--- config.mk ---
export PLATFORM = sky130hd
export DESIGN_NAME = pll_cfg_shifter
export DESIGN_NICKNAME = d
export VERILOG_FILES = /design/src/rtl/pll_cfg_shifter.sv
export SDC_FILE = /design/constraint.sdc
export NUM_CORES = 1
export LEC_CHECK = 0
export ABC_AREA = 1
export BUFFER_PORTS_ARGS = -buffer_cell sky130_fd_sc_hd__buf_2
export CAP_MARGIN = 20
export CORE_AREA = 2 2 99 101
export CTS_BUF_LIST = sky130_fd_sc_hd__clkbuf_8
export DETAILED_ROUTE_END_ITERATION = 8
export DIE_AREA = 0 0 101 103
export GPL_ROUTABILITY_DRIVEN = 0
export GPL_TIMING_DRIVEN = 0
export MAX_ROUTING_LAYER = met4
export PLACE_DENSITY = 0.74
export SYNTH_ARGS = -nofsm -noshare
export SYNTH_HDL_FRONTEND = slang
export SYNTH_SLANG_ARGS = --single-unit
export TNS_END_PERCENT = 20
--- constraint.sdc ---
create_clock -name clk -period 3 [get_ports clk]
set_input_delay 0.3 -clock clk [delete_from_list [all_inputs] [get_ports clk]]
set_output_delay 0.3 -clock clk [all_outputs]
set_load 0.1 [all_outputs]
--- src/rtl/pll_cfg_shifter.sv ---
// Serial configuration loader for a PLL: shifts a word out MSB-first while
// reading SDO back, pulses LATCH, then releases RESET_N and waits for lock.
module pll_cfg_shifter #(
  parameter int CFG_BITS     = 27,
  parameter int SCLK_DIV     = 4,
  parameter int LOCK_TIMEOUT = 65535
) (
  input  logic                clk,
  input  logic                rst,
  input  logic                start,
  input  logic [CFG_BITS-1:0] cfg_data,
  output logic                busy,
  output logic                done,
  output logic                lock_err,
  output logic [CFG_BITS-1:0] rdata,
  output logic                pll_sclk,
  output logic                pll_sdi,
  output logic                pll_latch,
  output logic                pll_resetn,
  input  logic                pll_sdo,
  input  logic                pll_lock,
  output logic [2:0]          dbg_state
);

  // Handshake: start is a one-cycle request taken only in IDLE; busy rises on
  // the accepting edge and falls the cycle after the one-cycle done pulse.
  // Any start seen while busy is dropped, and cfg_data is sampled only then.

  localparam int BIT_W = $clog2(CFG_BITS + 1);
  localparam int TMO_W = 20;

  localparam logic [7:0]       PH_LAST  = 8'(SCLK_DIV - 1);
  localparam logic [BIT_W-1:0] BIT_LAST = BIT_W'(CFG_BITS - 1);
  localparam logic [TMO_W-1:0] TMO_LAST = TMO_W'(LOCK_TIMEOUT);

  typedef enum logic [2:0] {
    S_IDLE   = 3'd0,
    S_SHIFT  = 3'd1,
    S_LATCH  = 3'd2,
    S_RELOCK = 3'd3,
    S_DONE   = 3'd4
  } state_t;

  state_t              state_q, state_d;
  logic [7:0]          ph_q, ph_d;
  logic [BIT_W-1:0]    bit_q, bit_d;
  logic [TMO_W-1:0]    tmo_q, tmo_d;
  logic [CFG_BITS-1:0] sr_q, sr_d;
  logic [CFG_BITS-1:0] rdata_q, rdata_d;
  logic [1:0]          sync_q, sync_d;
  logic                lock_err_q, lock_err_d;
  logic                busy_q, busy_d;
  logic                done_q, done_d;
  logic                sclk_q, sclk_d;
  logic                sdi_q, sdi_d;
  logic                latch_q, latch_d;
  logic                resetn_q, resetn_d;

  always_comb begin
    state_d    = state_q;
    ph_d       = ph_q;
    bit_d      = bit_q;
    tmo_d      = tmo_q;
    sr_d       = sr_q;
    rdata_d    = rdata_q;
    lock_err_d = lock_err_q;
    sync_d     = 2'b00;
    sclk_d     = 1'b0;

    case (state_q)
      S_IDLE: begin
        if (start) begin
          sr_d       = cfg_data;
          lock_err_d = 1'b0;
          ph_d       = '0;
          bit_d      = '0;
          state_d    = S_SHIFT;
        end
      end

      S_SHIFT: begin
        sclk_d = sclk_q;
        if (ph_q == PH_LAST) begin
          ph_d   = '0;
          sclk_d = ~sclk_q;
          // Falling SCLK edge: SDO is captured and the next SDI bit is presented.
          if (sclk_q) begin
            sr_d = {sr_q[CFG_BITS-2:0], pll_sdo};
            if (bit_q == BIT_LAST) begin
              rdata_d = {sr_q[CFG_BITS-2:0], pll_sdo};
              bit_d   = '0;
              state_d = S_LATCH;
            end else begin
              bit_d = bit_q + BIT_W'(1);
            end
          end
        end else begin
          ph_d = ph_q + 8'd1;
        end
      end

      S_LATCH: begin
        if (ph_q == PH_LAST) begin
          ph_d    = '0;
          tmo_d   = '0;
          state_d = S_RELOCK;
        end else begin
          ph_d = ph_q + 8'd1;
        end
      end

      S_RELOCK: begin
        // The synchronizer only runs here, so a lock level left over from
        // before the PLL was reset cannot end the wait early.
        sync_d = {sync_q[0], pll_lock};
        if (sync_q[1]) begin
          lock_err_d = 1'b0;
          state_d    = S_DONE;
        end else if (tmo_q == TMO_LAST) begin
          lock_err_d = 1'b1;
          state_d    = S_DONE;
        end else begin
          tmo_d = tmo_q + TMO_W'(1);
        end
      end

      S_DONE: begin
        state_d = S_IDLE;
      end

      default: begin
        state_d = S_IDLE;
      end
    endcase

    busy_d   = (state_d != S_IDLE);
    done_d   = (state_d == S_DONE);
    latch_d  = (state_d == S_LATCH);
    resetn_d = (state_d == S_IDLE) || (state_d == S_RELOCK) || (state_d == S_DONE);
    sdi_d    = (state_d == S_SHIFT) ? sr_d[CFG_BITS-1] : 1'b0;
  end

  always_ff @(posedge clk or posedge rst) begin
    if (rst) begin
      state_q    <= S_IDLE;
      ph_q       <= '0;
      bit_q      <= '0;
      tmo_q      <= '0;
      sr_q       <= '0;
      rdata_q    <= '0;
      sync_q     <= 2'b00;
      lock_err_q <= 1'b0;
      busy_q     <= 1'b0;
      done_q     <= 1'b0;
      sclk_q     <= 1'b0;
      sdi_q      <= 1'b0;
      latch_q    <= 1'b0;
      resetn_q   <= 1'b0;
    end else begin
      state_q    <= state_d;
      ph_q       <= ph_d;
      bit_q      <= bit_d;
      tmo_q      <= tmo_d;
      sr_q       <= sr_d;
      rdata_q    <= rdata_d;
      sync_q     <= sync_d;
      lock_err_q <= lock_err_d;
      busy_q     <= busy_d;
      done_q     <= done_d;
      sclk_q     <= sclk_d;
      sdi_q      <= sdi_d;
      latch_q    <= latch_d;
      resetn_q   <= resetn_d;
    end
  end

  assign busy       = busy_q;
  assign done       = done_q;
  assign lock_err   = lock_err_q;
  assign rdata      = rdata_q;
  assign pll_sclk   = sclk_q;
  assign pll_sdi    = sdi_q;
  assign pll_latch  = latch_q;
  assign pll_resetn = resetn_q;
  assign dbg_state  = state_q;

endmodule

==> impl_results.md, run 1 <==
- Post-route DRC: 0
- Worst-Skew Late Latency: between 0.3 and 0.4 ns
- Final Setup Violations: 0
- Tcrit/Tclk final: 62.54%
- Antenna viol nets, final: 0
- Post-layout nets: 721
- Filler Cells Inserted: between 800 and 900
- Row count: 36
- Worst min path class: in2reg
- Vias in the first global route: between 3k and 4k
- Peak VDD IR: approximately 220 uV
- FF+latch count, synth: 99
- Sw power: about 540 uW
- Antenna violations before repair: 0
- Sequential-to-total area share from yosys stat: 50.72%
- Synth cell types: 39
- F_max: 533.0 MHz
- Power share of the clock group: 36.8%
- Sw Ratio: roughly a quarter
- Top post-synthesis cells by area: dfrtp_1, nand2_1, inv_1, nor2_1, nand3_1
- FF/Latch Area: 2477 um^2
- Initial core utilization: roughly 52%
- CTS Root Cell: clkbuf_8
- Leakage: 2.827 nW
- Total internal power: ~1.7 mW
- Synthesized net count: 640
- Most used DFF post-synth: dfrtp_1
- Cell area power density: roughly 400 nW/um^2
- CP Launch Type: flop
- Core ar.: around 9500 um^2
- CP arrival: 2.19 ns
- H-tree depth: 3
- Syn Inst Count: 604
- Die width: between 100 and 150 um
- Top-count cell post-synth: nand2_1
- Dpl cells: 787
- Final min period: around 1.9 ns
- Sum of negative setup slack: 0 ns
- Multi-input logic area: approximately 2000 um^2
- Largest net degree at the start of global routing: 58
- Worst-path clk slew: ~0.10 ns
- Yosys top cell area share: 50.72%
- Syn Std Cell Area: slightly below 5000 um^2
- CTS Buffer Depth: 2
- Commonest cells in the synthesized netlist: nand2_1, dfrtp_1, inv_1
- Syn Area/Cell: a little over 8 um^2
- Max-slew violations: 0
- Drt pass-1 iters: 6
- Final wirelength: ~11000 um
- WS Path Type: reg2reg
- Crit path max fanout: 10
- I/O Buffers: 68
- Wire per inst: between 10 and 15 um
- Layout cell share with drive strength beyond 1: between 10% and 20%
- Max Clock Skew: roughly 0.0090 ns
- Post-synth ARST share: 100.0%
- # Post-CTS Setup Buffers: 0
- GRT Resource Usage Total: ~22%
- Via count: 4116
- Max_slew headroom: between 60% and 70%
- Maxcap violations: 0
- First-pass GRT wire length: about 18000 um
- Combinational share of power: 2.7%
- Post-synth EDFFs: 0
- Status: complete, no violations
- Die area: approximately 10000 um^2
- Largest area contributor in the netlist: dfrtp_1
- Worst Max-Slew Pin Slew: 0.5657 ns
- Final cell count without fillers: ~800
- Post-DP HPWL: approximately 8000 um
- CP endpoint kind: flop
- Final Hold Vio Count: 0
- Area grow syn2layout: 14.45%
- GRT overflow: 0
- TritonCTS Buffers: 9
- CTS tree: yes
- Sequential Power Share: approximately three fifths
- RSZ-0062 raised after global routing: false
- I/O Pins: a little under 70
- Syn. warnings: 0
- Antenna diodes: 0
- Req. time, crit path: roughly 3.3 ns
- Chip Height: ~100 um
- Clock net sink count: between 90 and 100
- Vias per Instance: approximately 5.1
- DR iter-0 viols: 191
area by class of cell:
class,instances,share of cell area [%]
well taps,114,2.551
multi-input cells,421,36.46
inverters,65,4.499
flip-flops and latches,99,44.32
clock inverters,7,1.052
repair buffers,70,6.759
plain buffers,19,2.149
clock buffers,9,2.216
final timing paths:
kind                             end      start  depth (start not counted)  slack, ns
setup / recovery           tmo_q[12]   tmo_q[0]                         12       1.12
hold / removal             sync_q[0]   pll_lock                          3       0.12
setup reg to reg           tmo_q[12]   tmo_q[0]                         12       1.12
hold reg to reg            rdata[13]  rdata[13]                          2       0.49
max in group asynchronous  rdata[22]        rst                          4       1.81
min in group asynchronous  tmo_q[15]        rst                          3       0.54
power groups by stage:
stage / sequential (mW) / clock, mW / combinational (mW)
6_report: 1.34 / 0.814 / 0.0588
5_1_grt: 1.34 / 0.890 / 0.0677
4_1_cts: 1.34 / 0.838 / 0.0614
3_5_place_dp: 1.37 / 0 / 0.0603
3_3_place_gp: 1.37 / 0 / 0.0539
2_1_floorplan: 1.37 / 0 / 0.0245
cells in the final DEF, fill, tap and decap left out, types with 3 or more instances in the layout:
| cell | instances |
|---|---|
| nor2_2 | 3 |
| xnor2_1 | 3 |
| clkbuf_8 | 9 |
| o21ai_0 | 25 |
| nand2_1 | 218 |
| ha_1 | 4 |
| nor2_1 | 52 |
| nand3_1 | 37 |
| inv_1 | 56 |
| buf_2 | 76 |
| o21bai_1 | 4 |
| o211ai_1 | 19 |
| nand4_1 | 7 |
| dfrtp_1 | 99 |
| a21oi_1 | 3 |
| nand2_2 | 8 |
| xor2_1 | 11 |
| o21ai_2 | 4 |
| inv_2 | 7 |
| inv_6 | 4 |
| nand3_2 | 4 |
| clkbuf_1 | 6 |
critical path, cell delays in order (launching register included):
cell and delay, ns:
dfrtp_1 0.46, ha_1 0.35, nand2_1 0.09, inv_1 0.05, nand2_1 0.06, nor2_2 0.15
nand2_2 0.10, nand2_4 0.10, nand2_8 0.09, inv_6 0.09, buf_12 0.14, nand2_1 0.06
nand2_1 0.08
what timing repair did:
item,CTS,global route
gates resized for setup,0,0
hold buffers,1,0
hold endpoints to repair,22,0
metrics by stage:
stage	worst slack [ns]	util [%]	cell area [um^2]	hold WS (ns)	total power, mW
after floorplan	0.1096	-	4885	0.4062	1.391
after global placement	-1.003	56.75	5368	0.4584	1.421
after detailed placement	1.154	57.06	5398	0.4113	1.427
after CTS	1.132	59.10	5590	0.1045	2.240
after global routing	0.9581	59.10	5590	0.1194	2.299
final	1.124	59.10	5590	0.1231	2.213
logic make-up after synthesis:
family / synth area share [%]
simple gates: 29.87
flops: 50.72
buf+inv: 7.556
compound gates: 8.325
xor+xnor: 2.510
fa+ha+maj: 1.025
registers in the layout, summed over array words and instances (netlist names):
name	cells
bit_q	5
busy	1
dbg_state	3
done	1
lock_err	1
ph_q	8
pll_latch	1
pll_resetn	1
pll_sclk	1
pll_sdi	1
rdata	27
sr_q	27
sync_q	2
tmo_q	20
per-layer routing:
layer	wire (um)	GRT usage (%)	part of all wire (%)	vias up
li1	-	-	-	2070
met1	4935	27.50	46	1937
met5	0	-	0	-
met4	267	9.979	2.5	0
met3	396	3.254	3.7	27
met2	5073	36.97	48	82
No activity file was read; power rests on OpenSTA's default activity.
==> inputs of run 2 (changes only) <==
- clock period: 3 -> 1.56 ns (I/O delays scaled with it)
==> impl_results.md, run 2 (synthesis gave the netlist of run 1 again) <==
- Hold Path Depth: 3
- Worst-path clk slew: ~0.10 ns
- Final Hold Vio Count: 0
- Req. time, crit path: approximately 1.4 ns
- I/O Buffers: just under 70
- Initial core utilization: about half
- Worst Max-Slew Pin Slew: between 0.6 and 0.7 ns
- Final Setup Violations: 44
- Vias per Instance: approximately 5.2
- Via count: between 4k and 5k
- Most frequent cells in the layout: nand2_1, dfrtp_1, buf_2
- Row count: 36
- Antenna violations before repair: 0
- Chip Height: 103 um
- Worst hold start: cfg_data[5]
- CP Launch Point: pll_sclk
- CP max stage delay: between 0.5 and 0.6 ns
- Cell family with most CP delay: flip-flops
- Worst min path class: in2reg
- CTS Root Cell: clkbuf_8
- I/O Pins: approximately 70
- WS Path Type: reg2out
- CP arrival: ~1.5 ns
- Power, Total: ~4.3 mW
- Tcrit/Tclk final: 104.2%
- Reg2reg setup slack: -0.06 ns
- CP max stage cell: dfrtp_1
- Vias in the first global route: 4192
- Max Clock Skew: between 0.01 and 0.015 ns
- R2R Path Start: ph_q[1]
- First-pass GRT wire length: between 15000 and 20000 um
- RSZ-0062 raised after global routing: true
- Die area: roughly 10000 um^2
- Max-slew violations: 0
- TritonCTS Buffers: 9
- CP cell instances: buf_2
- CTS tree: yes
- Wire per inst: roughly 14 um
- GRT overflow: 0
- Antenna diodes: 0
- Post-layout nets: about 760
- CTS Buffer Depth: 2
- Final min period: ~1.6 ns
- Commonest non-fill, non-tap cell in the layout: nand2_1
- Max_slew headroom: between 50% and 60%
- H-tree depth: 3
- Largest net degree at the start of global routing: 38
- Layout cell share with drive strength beyond 1: 27.32%
- Crit path max fanout: 8
- F_max: 615.2 MHz
- Clock net sink count: roughly 100
- Final worst slack: -0.06552 ns
- Area grow syn2layout: 25.26%
- CP endpoint kind: primary output
- Drt pass-1 iters: 5
- Final wirelength: approximately 12000 um
- Leakage: between 3 and 4 nW
- Peak VDD IR: around 400 uV
- Post-DP HPWL: ~8000 um
- Worst-Skew Late Latency: 0.38 ns
- Cells on worst reg2reg path: 10
- Status: finished, violations left
- DR iter-0 viols: 239
- Maxcap violations: 0
- Sum of negative setup slack: -1.149 ns
- Worst reg2reg endpoint: pll_latch
- Post-route DRC: 0
- Worst Hold Endpoint: sr_q[5]
- Filler Cells Inserted: between 700 and 800
- Antenna viol nets, final: 0
- Cell area power density: 700.8 nW/um^2
- Failing checks: setup timing
- Core ar.: around 9500 um^2
- GRT Resource Usage Total: 24.23%
- CP Launch Type: flop
- Worst path bufs/invs: 1
- Die width: ~100 um
## run 2: changes by cell type in the layout (fill, tap and decap cells not counted), sizes merged
| cell | previous run | this run |
|---|---|---|
| nand2 | 228 | 229 |
| clkbuf | 15 | 11 |
| buf | 82 | 118 |
| dlygate4sd3 | 1 | 10 |
| clkinv | 2 | 4 |
| inv | 69 | 66 |
| clkinvlp | 1 | 2 |
## run 2: layout make-up
cell class / instances / area, um^2 / share of cell area [%]
flip-flops and latches: 99 / 2482 / 40.57
multi-input cells: 422 / 2147 / 35.09
repair buffers: 111 / 716.9 / 11.72
inverters: 65 / 257.7 / 4.213
plain buffers: 19 / 185.2 / 3.027
well taps: 114 / 142.6 / 2.331
clock buffers: 9 / 123.9 / 2.025
clock inverters: 7 / 62.56 / 1.022
## run 2: power by group
| group | internal, mW | switching [mW] | leakage (nW) |
|---|---|---|---|
| registers | 2.57 | 0.00551 | 1.21 |
| clock network | 0.607 | 0.969 | 0.0919 |
| logic | 0.0596 | 0.0749 | 1.75 |
## run 2: metrics by stage
| stage | worst slack [ns] | hold WS (ns) | std cells | area (um^2) | utilization [%] |
|---|---|---|---|---|---|
| detailed placement | -0.2854 | 0.2708 | 788 | 5411 | 57.21 |
| CTS | -0.05516 | 0.003702 | 838 | 5993 | 63.36 |
| floorplan | -0.5243 | 0.2622 | 604 | 4888 | - |
| global placement | -0.4020 | 0.3693 | 786 | 5371 | 56.79 |
| finish | -0.06552 | 0.01427 | 846 | 6118 | 64.68 |
| global route | -0.1466 | 0.01659 | 846 | 6118 | 64.68 |
## run 2: layer usage
metal | up-vias | global-route usage [%] | routed length (um)
met3 | 27 | 3.322 | 440
met2 | 127 | 40.67 | 5953
met1 | 2082 | 28.75 | 5274
met4 | 0 | 12.27 | 317
met5 | - | - | 0
li1 | 2152 | - | -
## run 2: worst max-delay path by stage
stage	to	slack [ns]	depth (start not counted)
5_1_grt	pll_latch	-0.15	10
3_5_place_dp	sr_q[17]	-0.29	7
4_1_cts	rdata[26]	-0.06	8
6_report	pll_sclk	-0.07	1
2_1_floorplan	sr_q[12]	-0.52	8
3_3_place_gp	rdata[2]	-0.40	2
## run 2: worst reg2reg max path: cells and delay by family (launching register included)
kind / cells / cell delay, ns
fa+ha+maj: 1 / 0.20
simple gates: 7 / 0.75
flops: 1 / 0.38
buf+inv: 2 / 0.22
## run 2: repair_timing
item                                    4_1_cts  5_1_grt
hold buffers                                 10        0
buffers inserted                             23        6
hold endpoints to repair                     36        0
pin swaps                                    12       15
endpoints found under the setup margin       85       91
gates resized for setup                      34       37
gates cloned                                  1        2
